[src/rtl/ncl_dr_pkg.sv]
// rtl/ncl_dr_pkg.sv - dual-rail (NCL-style) encoding constants and helpers
// Purpose: shared dual-rail pair encoding for the ALU pipeline stage.
//   A logical bit travels on two wires {hi, lo}: 00 NULL, 01 DATA0, 10 DATA1, 11 illegal.
// Contents: DR_* pair constants, stage state enum, pair encode/decode/classify functions.
package ncl_dr_pkg;

  localparam logic [1:0] DR_NULL = 2'b00;
  localparam logic [1:0] DR_0    = 2'b01;
  localparam logic [1:0] DR_1    = 2'b10;

  // Output register content: a NULL spacer or a DATA wavefront.
  typedef enum logic {
    ST_NULL = 1'b0,
    ST_DATA = 1'b1
  } stage_state_e;

  function automatic logic [1:0] dr_encode(input logic bit_v);
    return bit_v ? DR_1 : DR_0;
  endfunction

  // Only meaningful for a DATA pair; the caller qualifies with dr_is_data.
  function automatic logic dr_decode(input logic [1:0] pair);
    return (pair == DR_1);
  endfunction

  function automatic logic dr_is_data(input logic [1:0] pair);
    return (pair == DR_0) || (pair == DR_1);
  endfunction

  function automatic logic dr_is_null(input logic [1:0] pair);
    return (pair == DR_NULL);
  endfunction

endpackage

[src/rtl/ncl_dr_alu.sv]
// rtl/ncl_dr_alu.sv - combinational dual-rail add/sub with flags and wavefront detect
// Purpose: decode dual-rail operands, compute W-bit two's complement add/sub with
//   overflow/negative/zero flags, and re-encode everything as dual-rail DATA.
// Ports:
//   a, b        in  2W  operands, dual-rail
//   opr         in  2   dual-rail op: logical 0 = ADD, logical 1 = SUB (a-b)
//   soma        out 2W  result, dual-rail DATA
//   of/neg/zero out 2   flags, dual-rail DATA
//   in_complete out 1   every input pair is DATA0 or DATA1
//   in_null     out 1   every input wire is 0
module ncl_dr_alu #(
  parameter int W = 4
) (
  input  logic [2*W-1:0] a,
  input  logic [2*W-1:0] b,
  input  logic [1:0]     opr,
  output logic [2*W-1:0] soma,
  output logic [1:0]     of,
  output logic [1:0]     neg,
  output logic [1:0]     zero,
  output logic           in_complete,
  output logic           in_null
);
  import ncl_dr_pkg::*;

  logic [W-1:0] a_v;
  logic [W-1:0] b_v;
  logic [W-1:0] b_eff;
  logic [W-1:0] r;
  logic         sub;
  logic         ovf;

  always_comb begin
    a_v         = '0;
    b_v         = '0;
    soma        = '0;
    in_complete = dr_is_data(opr);
    in_null     = dr_is_null(opr);
    for (int i = 0; i < W; i++) begin
      a_v[i]      = dr_decode(a[2*i +: 2]);
      b_v[i]      = dr_decode(b[2*i +: 2]);
      in_complete = in_complete & dr_is_data(a[2*i +: 2]) & dr_is_data(b[2*i +: 2]);
      in_null     = in_null & dr_is_null(a[2*i +: 2]) & dr_is_null(b[2*i +: 2]);
    end

    // SUB is a + ~b + 1; the carry out of the W-bit sum is dropped.
    sub   = dr_decode(opr);
    b_eff = sub ? ~b_v : b_v;
    r     = a_v + b_eff + {{(W-1){1'b0}}, sub};

    // Signed overflow: both addends share a sign that the result does not.
    ovf = (a_v[W-1] == b_eff[W-1]) && (r[W-1] != a_v[W-1]);

    for (int i = 0; i < W; i++) begin
      soma[2*i +: 2] = dr_encode(r[i]);
    end
    of   = dr_encode(ovf);
    neg  = dr_encode(r[W-1]);
    zero = dr_encode(r == '0);
  end

endmodule

[src/rtl/estagio_ula_1000_core.sv]
// rtl/estagio_ula_1000_core.sv - registered dual-rail ALU pipeline stage with 4-phase ack
// Purpose: one stage of a self-timed-style ALU pipeline, implemented synchronously.
//   Captures a computed DATA wavefront when holding NULL and the next stage asks for DATA,
//   and captures NULL when holding DATA and the next stage asks for NULL.
// Ports:
//   clk          in  1   rising-edge clock
//   rst          in  1   synchronous, active-high reset
//   a, b         in  2W  operands, dual-rail
//   opr          in  2   dual-rail op: logical 0 = ADD, logical 1 = SUB
//   ack_in       in  1   next stage: 1 = ready for DATA, 0 = ready for NULL
//   soma         out 2W  registered result, dual-rail
//   of/neg/zero  out 2   registered flags, dual-rail
//   ack_out      out 1   1 = output holds NULL, 0 = output holds DATA
module estagio_ula_1000_core #(
  parameter int W = 4
) (
  input  logic           clk,
  input  logic           rst,
  input  logic [2*W-1:0] a,
  input  logic [2*W-1:0] b,
  input  logic [1:0]     opr,
  input  logic           ack_in,
  output logic [2*W-1:0] soma,
  output logic [1:0]     of,
  output logic [1:0]     neg,
  output logic [1:0]     zero,
  output logic           ack_out
);
  import ncl_dr_pkg::*;

  stage_state_e   state;
  stage_state_e   state_nx;
  logic           load_data;
  logic           load_null;
  logic [2*W-1:0] alu_soma;
  logic [1:0]     alu_of;
  logic [1:0]     alu_neg;
  logic [1:0]     alu_zero;
  logic           in_complete;
  logic           in_null;

  ncl_dr_alu #(.W(W)) u_alu (
    .a           (a),
    .b           (b),
    .opr         (opr),
    .soma        (alu_soma),
    .of          (alu_of),
    .neg         (alu_neg),
    .zero        (alu_zero),
    .in_complete (in_complete),
    .in_null     (in_null)
  );

  always_ff @(posedge clk) begin
    if (rst) begin
      state <= ST_NULL;
      soma  <= '0;
      of    <= DR_NULL;
      neg   <= DR_NULL;
      zero  <= DR_NULL;
    end else begin
      state <= state_nx;
      if (load_data) begin
        soma <= alu_soma;
        of   <= alu_of;
        neg  <= alu_neg;
        zero <= alu_zero;
      end else if (load_null) begin
        soma <= '0;
        of   <= DR_NULL;
        neg  <= DR_NULL;
        zero <= DR_NULL;
      end
    end
  end

  // Partial, mixed or illegal wavefronts never qualify, so the stage simply holds.
  always_comb begin
    state_nx  = state;
    load_data = 1'b0;
    load_null = 1'b0;
    case (state)
      ST_NULL: begin
        if (ack_in && in_complete) begin
          load_data = 1'b1;
          state_nx  = ST_DATA;
        end
      end
      ST_DATA: begin
        if (!ack_in && in_null) begin
          load_null = 1'b1;
          state_nx  = ST_NULL;
        end
      end
      default: state_nx = ST_NULL;
    endcase
  end

  // Comes straight off the state flop, so it tracks the NULL/DATA content of the outputs.
  assign ack_out = (state == ST_NULL);

endmodule

[config.mk]
export PLATFORM = sky130hd
export DESIGN_NAME = estagio_ula_1000_core
export DESIGN_NICKNAME = d
export VERILOG_FILES = /design/src/rtl/ncl_dr_pkg.sv /design/src/rtl/ncl_dr_alu.sv /design/src/rtl/estagio_ula_1000_core.sv
export SDC_FILE = /design/constraint.sdc
export NUM_CORES = 1
export LEC_CHECK = 0
export ABC_AREA = 1
export CORE_MARGIN = 3
export CORE_UTILIZATION = 60
export CTS_CLUSTER_SIZE = 24
export DETAILED_ROUTE_END_ITERATION = 8
export DONT_BUFFER_PORTS = 1
export PLACE_DENSITY_LB_ADDON = 0.25
export SKIP_LAST_GASP = 1
export SYNTH_ARGS = -nofsm -noshare
export SYNTH_HDL_FRONTEND = slang
export SYNTH_HIERARCHICAL = 1
export SYNTH_SLANG_ARGS = --single-unit
[constraint.sdc]
create_clock -name clk -period 2.6 [get_ports clk]
set_clock_uncertainty 0.2 [all_clocks]
set_input_delay 0.52 -clock clk [delete_from_list [all_inputs] [get_ports clk]]
set_output_delay 0.52 -clock clk [all_outputs]
set_load 0.1 [all_outputs]
After elaboration in Yosys (flattened, before gate mapping)
Cells that the tools add are included.
{"block": "totals", "reg_bits": 15, "input_bits": 21, "output_inout_bits": 15, "wordCells": 88}
{"block": "op_classes", "addsub": 2, "n_eq_ne": 20, "mux": 19, "n_bitwise": 18, "n_reduce_logical": 24}
{"cell": "$mux W2", "count": 10}
{"cell": "$eq A2 B1 Y1 const B", "count": 9}
{"cell": "$eq A2 B2 Y1 const B", "count": 9}
{"cell": "$logic_not A2 Y1", "count": 9}
{"cell": "$and A1 B1 Y1", "count": 16}
{"cell": "$mux W8", "count": 2}
{"cell": "$logic_or A1 B1 Y1", "count": 9}
{"cell": "$mux W1", "count": 5}
{"cell": "$add A4 B1 Y4", "count": 1}
{"cell": "$add A4 B4 Y4", "count": 1}
{"cell": "$logic_not A4 Y1", "count": 1}
{"cell": "$mux W4", "count": 1}
{"cell": "$not A4 Y4", "count": 1}
{"cell": "$logic_and A1 B1 Y1", "count": 3}
{"cell": "$pmux W1 S2", "count": 1}
{"cell": "$reduce_bool A2 Y1", "count": 1}
{"cell": "$eq A1 B1 Y1", "count": 1}
{"cell": "$logic_not A1 Y1", "count": 1}
{"cell": "$ne A1 B1 Y1", "count": 1}
{"cell": "$not A1 Y1", "count": 1}

Logic depth before layout (Yosys ltp)
Gate-level depths: netlist of run 1.
{"block": "logic_depth", "depth_word": 14, "ltp_mapped": 16, "mapped_depth_nobuf": 15}

Modules after synthesis
Netlist of run 1, hierarchy kept.
{"mod": "estagio_ula_1000_core", "n_inst": 1, "cells_each": 68, "area_each_um2": 695.7, "seq_area_each_um2": 300.3}
{"mod": "ncl_dr_alu", "n_inst": 1, "cells_each": 93, "area_each_um2": 651.9, "seq_area_each_um2": 0.0}

Worst setup path before layout of run 1
Ideal clock, no wire load.
{"block": "synth_timing", "kind": "input to register", "start": "input opr[0]", "end": "register soma[6]", "setup_time_ns": 0.066, "t_arrival_ns": 2.194, "t_required_ns": 2.334, "setup_slack_ns": 0.139, "cell_stages": 16, "path_buffers": 1, "path_cell_list": "inv_1 ha_1 xnor2_1 inv_1 ha_1 nand2_1 inv_1 nand3_2 nand2_2 inv_2 nand2_4 nand2_4 inv_1 buf_4 nand2_4 a21oi_2"}
{"block": "synth_via", "word_cells_on_any_way": 32, "classes_between": "add/sub: 2; eq/ne: 2; mux: 7; bitwise: 16; reduce/logical: 5"}
{"item": "start, declared", "line_no": "estagio_ula_1000_core.sv:21", "rtl": "input logic [1:0] opr,"}
{"item": "$eq A2 B2 Y1 *", "line_no": "ncl_dr_pkg.sv:23", "rtl": "return (pair == DR_1);"}
{"item": "$mux W4", "line_no": "ncl_dr_alu.sv:48", "rtl": "b_eff = sub ? ~b_v : b_v;"}
{"item": "$add A4 B4 Y4", "line_no": "ncl_dr_alu.sv:49", "rtl": "r = a_v + b_eff + {{(W-1){1'b0}}, sub};"}
{"item": "$add A4 B1 Y4 *", "line_no": "ncl_dr_alu.sv:49"}
{"item": "$mux W2 *"}
{"item": "named net alu_neg[0]", "line_no": "estagio_ula_1000_core.sv:37", "rtl": "logic [1:0] alu_neg;"}
{"item": "$mux W8 *", "line_no": "estagio_ula_1000_core.sv:63", "rtl": "if (load_data) begin"}
{"item": "end signal, assigned", "line_no": "estagio_ula_1000_core.sv:64", "rtl": "soma <= alu_soma;"}
{"item": "end, declared", "line_no": "estagio_ula_1000_core.sv:23", "rtl": "output logic [2*W-1:0] soma,"}
The timed path passes the listed nets; every way through them passes the cells marked *.
A chain may end at the register's enable or synchronous reset.

Worst setup path after layout of run 1
Same ends and word-level chain as after synthesis.

==> summary.log, run 1 <==
qor: critical_path.ff2ff_path_depth 5
qor: floorplan.die_x 53.4 um
qor: global_route.antenna_found_initial 0
qor: route.route.vias.total 1028
qor: synth.synth.avg_cell_area 8.37 sq um
qor: route.drt-wirelength-per-cell 13.0 um
qor: clock_network.cells_resized_by_post_cts_repair 0
qor: synth.yosys_warnings 6
qor: hold_path.whs_endpoint soma[6]
qor: clock_network.cts_sinks 15
qor: floorplan.placementRows 16
qor: global_route.groute.usage.overall 21.5%
qor: route.detailedRoute.firstPassIterationCount 4
qor: synth.synth_cell_type_count 25
qor: place.post-place-cells 197
qor: critical_path.critical_path_cell_list inv_1 > ha_1 > xnor2_1 > inv_1 > ha_1 > nand2_1 > inv_1 > nand3_2 > nand2_2 > inv_2 > nand2_4 > nand2_4 > inv_1 > nand2_4 > a21oi_2
qor: power.clock_power_share 26.8%
qor: critical_path.critical_path.max_stage_delay 0.31 ns
qor: sta.finalWorstSetupSlack 0.261 ns
qor: sta.maxSlewViolCount 0
qor: route.wl 2.61 mm
qor: sta.max_freq 428 MHz
qor: route.post-route-drc-count 0
qor: synth.synth_nets 203
qor: place.port-buffer-count 0
qor: clock_network.cts.repair_timing.setup_buffer_count 0
qor: floorplan.die_y 53.4 um
qor: critical_path.cp_data_arrival_time 2.37 ns
qor: power.cellInternalPower 0.000338 W
qor: clock_network.cts.htree.levels 1
qor: global_route.grt_pass1_vias 1078
qor: critical_path.r2r-end neg[1]
qor: place.hpwl 2.14 mm
qor: global_route.grt_pass1_wl 4.50 mm
qor: floorplan.die_area 2850 sq um
qor: sta.holdWs 0.0843 ns
qor: power.power_frac_comb 28.2%
qor: critical_path.worstSetupStartpointType input pin
qor: hold_path.min_from rst
qor: power.power_density 349 nW/um^2
qor: floorplan.initial_utilization 66.0%
qor: clock_network.ctsRootBufferMaster clkbuf_4
qor: synth.synth_area 1350 sq um
qor: sta.finalWorstPathRequiredPeriod 2.34 ns
qor: floorplan.core 2040 sq um
qor: run.max-cap-violations 0
qor: clock_network.clk_path_buf_depth 2
qor: critical_path.critical_path.max_fanout 5
qor: synth.syn-instance-count 161
qor: sta.worst_pin_slew 0.502 ns
qor: place.place_ws -0.0514 ns
qor: critical_path.r2r_start state
qor: power.max-vdd-ir-drop 0.000277 V
qor: layout.multi_input_area 843 sq um
qor: sta.finalSetupViolations 0
qor: sta.final-hold-violation-count 0
qor: status.outcome complete, no violations
qor: route.detail-route-antenna-nets 0
qor: hold_path.min-delay-path-class input pin to flop
qor: critical_path.crit_type input pin to flop
qor: layout.antenna_cells_inserted 0
qor: synth.postSynthRegisterBits 15
qor: sta.unrepaired_setup_endpoints_after_global_routing no
qor: clock_network.cts_tree done
qor: synth.share_of_the_yosys_chip_area_belonging_to_registers 22.3%
qor: critical_path.critPathRequiredTime 2.63 ns
qor: critical_path.slowest_stage xnor2_1
qor: place.routabilityCongestion 0.828
qor: global_route.global_route.overflow_total 0
qor: hold_path.hold-path-cell-count 1
qor: critical_path.r2r_setup_slack 0.92 ns
qor: floorplan.boundaryPins 36
qor: layout.final-instance-count-excl-fill 201
qor: clock_network.cts_made_buffers 3
qor: layout.num-fill-cells 174
qor: power.p_sw_share 34.0%
qor: route.first_iter_violations 34
qor: power.finalPower 0.000512 W
qor: route.avgViaCountPerCell 5.11
qor: critical_path.cp-end-kind flop
qor: power.switching_power 0.000174 W
qor: critical_path.cell_seen_most_often_among_critical_path_stages inv_1
qor: clock_network.clkLatencyLatePin 0.28 ns
qor: power.seq_power_share 44.9%
qor: clock_network.post_cts_clock_slew_at_the_launch_and_capture_registers_of_the_worst_setup_and_hold_paths 0.10 ns
qor: sta.max_slew_margin 66.5%
qor: layout.final_net_count 217
qor: layout.drive_above_1_share 34.5%
qor: layout.layout.area.seq 300 sq um
qor: layout.synthToLayoutAreaGrowth 8.82%
qor: clock_network.cts-hold-fix-buffers 0
qor: power.p_leak 0.776 nW
qor: sta.post-route-period-util 90.0%
qor: global_route.grt_max_degree 16
## routing by layer
metal  routed length (um)  track usage, %  part of all wire [%]
met1                 1100            24.2                    42
met2                 1390            40.0                    53
met3                   80            2.82                   3.1
met4                   38            8.51                   1.5
met5                    0               0                     0
## power groups by stage
stage	sequential (W)	clock (W)	combinational, W
after floorplan	0.000237	0	0.000130
after global placement	0.000235	0	0.000137
after detailed placement	0.000235	0	0.000143
after CTS	0.000230	0.000145	0.000144
after global routing	0.000230	0.000153	0.000162
final	0.000230	0.000137	0.000144
## state kept, by name, indices dropped and copies added, names as in the netlist
name   flops
neg        2
soma       8
zero       2
state      1
of         2
## cells by family (layout without fill, tap and decap cells)
family,after synthesis,in the layout,share of synthesized area [%]
AND/OR/NAND/NOR,61,61,30.6
buffers and inverters,44,57,15.1
adder cells (fa/ha/maj),21,21,20.1
AO/OA/AOI/OAI,17,17,9.38
flip-flops,15,15,22.3
XOR/XNOR,3,3,2.51
## layout make-up
cell class	instances	area share [%]
Clock buffer	3	1.54
Clock inverter	1	0.341
Inverter	37	9.64
Multi-Input combinational cell	102	57.5
Sequential cell	15	20.5
Tap cell	27	2.30
Timing Repair Buffer	16	8.19
## placed cells by master (no fill, tap or decap), drive strengths merged
master / n
a21oi: 16
buf: 16
clkbuf: 3
clkinv: 1
dfxtp: 15
fa: 1
ha: 20
inv: 37
nand2: 33
nand3: 22
nand3b: 1
nand4: 2
nor2: 1
nor3: 2
o21ai: 1
xnor2: 1
xor2: 2
## worst max-delay path by stage
stage | from | slack, ns | cells after the start | to
floorplan | opr[0] | 0.14 | 16 | soma[6]
global placement | opr[0] | 0.13 | 15 | neg[0]
detailed placement | opr[0] | -0.05 | 15 | soma[6]
CTS | opr[0] | 0.25 | 15 | soma[6]
global route | opr[0] | 0.15 | 15 | soma[6]
finish | opr[0] | 0.26 | 15 | soma[6]
## critical path, delay by kind of cell
family,cells,cell delay (ns)
AND/OR/NAND/NOR,6,0.43
AO/OA/AOI/OAI,1,0.13
XOR/XNOR,1,0.31
buffers and inverters,5,0.41
adder cells (fa/ha/maj),2,0.57
## synth_stat cells
| cell type | n | area, sq um |
|---|---|---|
| fa_1 | 1 | 20.0 |
| nand3b_1 | 1 | 7.51 |
| buf_12 | 1 | 20.0 |
| nand2_1 | 17 | 63.8 |
| ha_1 | 20 | 250 |
| inv_2 | 4 | 15.0 |
| nand3_2 | 5 | 50.1 |
| xnor2_1 | 1 | 8.76 |
| nand2_4 | 12 | 135 |
| buf_4 | 5 | 37.5 |
| a21oi_2 | 10 | 87.6 |
| xor2_1 | 1 | 8.76 |
| inv_4 | 1 | 6.26 |
| nand4_1 | 2 | 12.5 |
| nor2_4 | 1 | 11.3 |
| o21ai_2 | 1 | 8.76 |
| xor2_2 | 1 | 16.3 |
| nor3_1 | 2 | 10.0 |
| nand3_4 | 1 | 17.5 |
| buf_2 | 1 | 5.00 |
| nand2_2 | 4 | 25.0 |
| inv_1 | 32 | 120 |
| a21oi_1 | 6 | 30.0 |
| dfxtp_1 | 15 | 300 |
| nand3_1 | 16 | 80.1 |
## metrics by stage
stage               cell area, sq um  util [%]  TNS [ns]
finish                          1470      71.8         0
floorplan                       1350         -         0
detailed placement              1440      70.5   -0.0947
global route                    1470      71.8         0
CTS                             1470      71.8         0
global placement                1440      70.5         0
No activity file was read; power rests on OpenSTA's default activity.
==> run 2: changes to the inputs <==
Settings changed: CORE_UTILIZATION 60 to 59.
==> summary.log, run 2 (synthesis results as in run 1) <==
qor: clock_network.clkLatencyLatePin 0.27 ns
qor: power.power_density 343 nW/um^2
qor: power.max-vdd-ir-drop 0.000235 V
qor: critical_path.critical_path.max_fanout 5
qor: critical_path.crit_type input pin to flop
qor: route.detailedRoute.firstPassIterationCount 4
qor: layout.num-fill-cells 188
qor: critical_path.r2r_start state
qor: global_route.global_route.overflow_total 0
qor: place.place_ws 0.0109 ns
qor: global_route.grt_pass1_vias 1030
qor: sta.finalSetupViolations 0
qor: route.wl 2.41 mm
qor: hold_path.min_from rst
qor: clock_network.clk_path_buf_depth 2
qor: global_route.grt_max_degree 16
qor: layout.final_common_cell inv_1
qor: hold_path.min-delay-path-class input pin to flop
qor: global_route.groute.usage.overall 19.1%
qor: layout.antenna_cells_inserted 0
qor: hold_path.hold-path-cell-count 1
qor: place.routabilityCongestion 0.849
qor: place.hpwl 2.09 mm
qor: floorplan.core 2060 sq um
qor: sta.unrepaired_setup_endpoints_after_global_routing no
qor: floorplan.placementRows 16
qor: floorplan.die_area 2890 sq um
qor: layout.largest_reg_flops 8
qor: layout.drive_above_1_share 33.9%
qor: layout.final_cell_mix inv_1, ha_1, nand2_1
qor: clock_network.cts_tree done
qor: route.drt-wirelength-per-cell 12.0 um
qor: route.detail-route-antenna-nets 0
qor: clock_network.cts_sinks 15
qor: route.first_iter_violations 4
qor: global_route.grt_pass1_wl 4.08 mm
qor: run.max-cap-violations 0
qor: sta.finalWorstSetupSlack 0.321 ns
qor: critical_path.r2r-end zero[0]
qor: sta.tns 0 ns
qor: sta.post-route-period-util 87.7%
qor: critical_path.cp_data_arrival_time 2.30 ns
qor: status.outcome complete, no violations
qor: place.port-buffer-count 0
qor: sta.final-hold-violation-count 0
qor: critical_path.cp-end-kind flop
qor: clock_network.post_cts_clock_slew_at_the_launch_and_capture_registers_of_the_worst_setup_and_hold_paths 0.09 ns
qor: layout.synthToLayoutAreaGrowth 8.73%
qor: sta.worst_pin_slew 0.514 ns
qor: layout.layout.core_utilization 71.1%
qor: clock_network.cts.htree.levels 1
qor: sta.holdWs 0.0957 ns
qor: sta.max_slew_margin 65.4%
qor: route.route.vias.total 1014
qor: route.post-route-drc-count 0
qor: floorplan.die_y 53.8 um
qor: hold_path.whs_endpoint soma[3]
qor: floorplan.boundaryPins 36
qor: critical_path.ff2ff_path_depth 5
qor: layout.largest_register soma
qor: clock_network.cells_resized_by_post_cts_repair 0
qor: power.p_leak 0.773 nW
qor: sta.finalWorstPathRequiredPeriod 2.28 ns
qor: floorplan.initial_utilization 65.4%
qor: global_route.antenna_found_initial 0
qor: floorplan.die_x 53.8 um
qor: critical_path.critPathRequiredTime 2.62 ns
qor: route.avgViaCountPerCell 5.04
qor: clock_network.cts.repair_timing.setup_buffer_count 0
qor: sta.maxSlewViolCount 0
qor: clock_network.cts-hold-fix-buffers 0
qor: clock_network.cts_made_buffers 3
qor: critical_path.worstSetupStartpointType input pin
qor: layout.final_net_count 217
qor: sta.max_freq 439 MHz
qor: critical_path.r2r_setup_slack 0.96 ns
qor: clock_network.ctsRootBufferMaster clkbuf_4
[run 2: cell count changes in the layout (fill, tap and decap cells not counted)]
| cell | delta |
|---|---|
| clkbuf_1 | +1 |
| clkinv_2 | -1 |
[run 2: area by class of cell]
type	count	area (sq um)	area share (%)
Tap cell	27	33.8	2.31
Timing Repair Buffer	16	120	8.20
Multi-Input combinational cell	102	843	57.6
Inverter	37	141	9.65
Clock buffer	4	26.3	1.79
Sequential cell	15	300	20.5
[run 2: per-stage QoR]
stage,instances,area [sq um],power (W)
after floorplan,161,1350,0.000367
after global placement,197,1440,0.000371
after detailed placement,197,1440,0.000380
after CTS,201,1470,0.000511
after global routing,201,1470,0.000535
final,201,1470,0.000503
[run 2: layer usage]
layer / wire, um / track usage [%] / up-vias
li1: - / - / 524
met1: 1010 / 21.1 / 448
met2: 1180 / 34.1 / 36
met3: 145 / 2.49 / 6
met4: 74 / 11.9 / 0
met5: 0 / 0 / -
[run 2: worst max path at each step]
| stage | start | end | cells past startpoint |
|---|---|---|---|
| floorplan | opr[0] | soma[6] | 16 |
| global placement | opr[0] | neg[0] | 15 |
| detailed placement | opr[0] | soma[6] | 15 |
| CTS | opr[0] | soma[6] | 15 |
| global route | opr[0] | soma[6] | 15 |
| finish | opr[0] | soma[6] | 15 |
[run 2: worst max-delay path, stage by stage]
cell     delay [ns]
inv_1          0.04
ha_1           0.27
xnor2_1        0.30
inv_1          0.08
ha_1           0.28
nand2_1        0.04
inv_1          0.06
nand3_2        0.07
nand2_2        0.10
inv_2          0.05
nand2_4        0.07
nand2_4        0.07
inv_1          0.15
nand2_4        0.06
a21oi_2        0.13
[run 2: power by group]
part	total, W	switching [W]	leakage (nW)	internal (W)
logic	0.000143	0.0000919	0.637	0.0000510
registers	0.000230	0.000000140	0.121	0.000230
clock network	0.000130	0.0000710	0.0150	0.0000594
total	0.000503	0.000163	0.773	0.000340
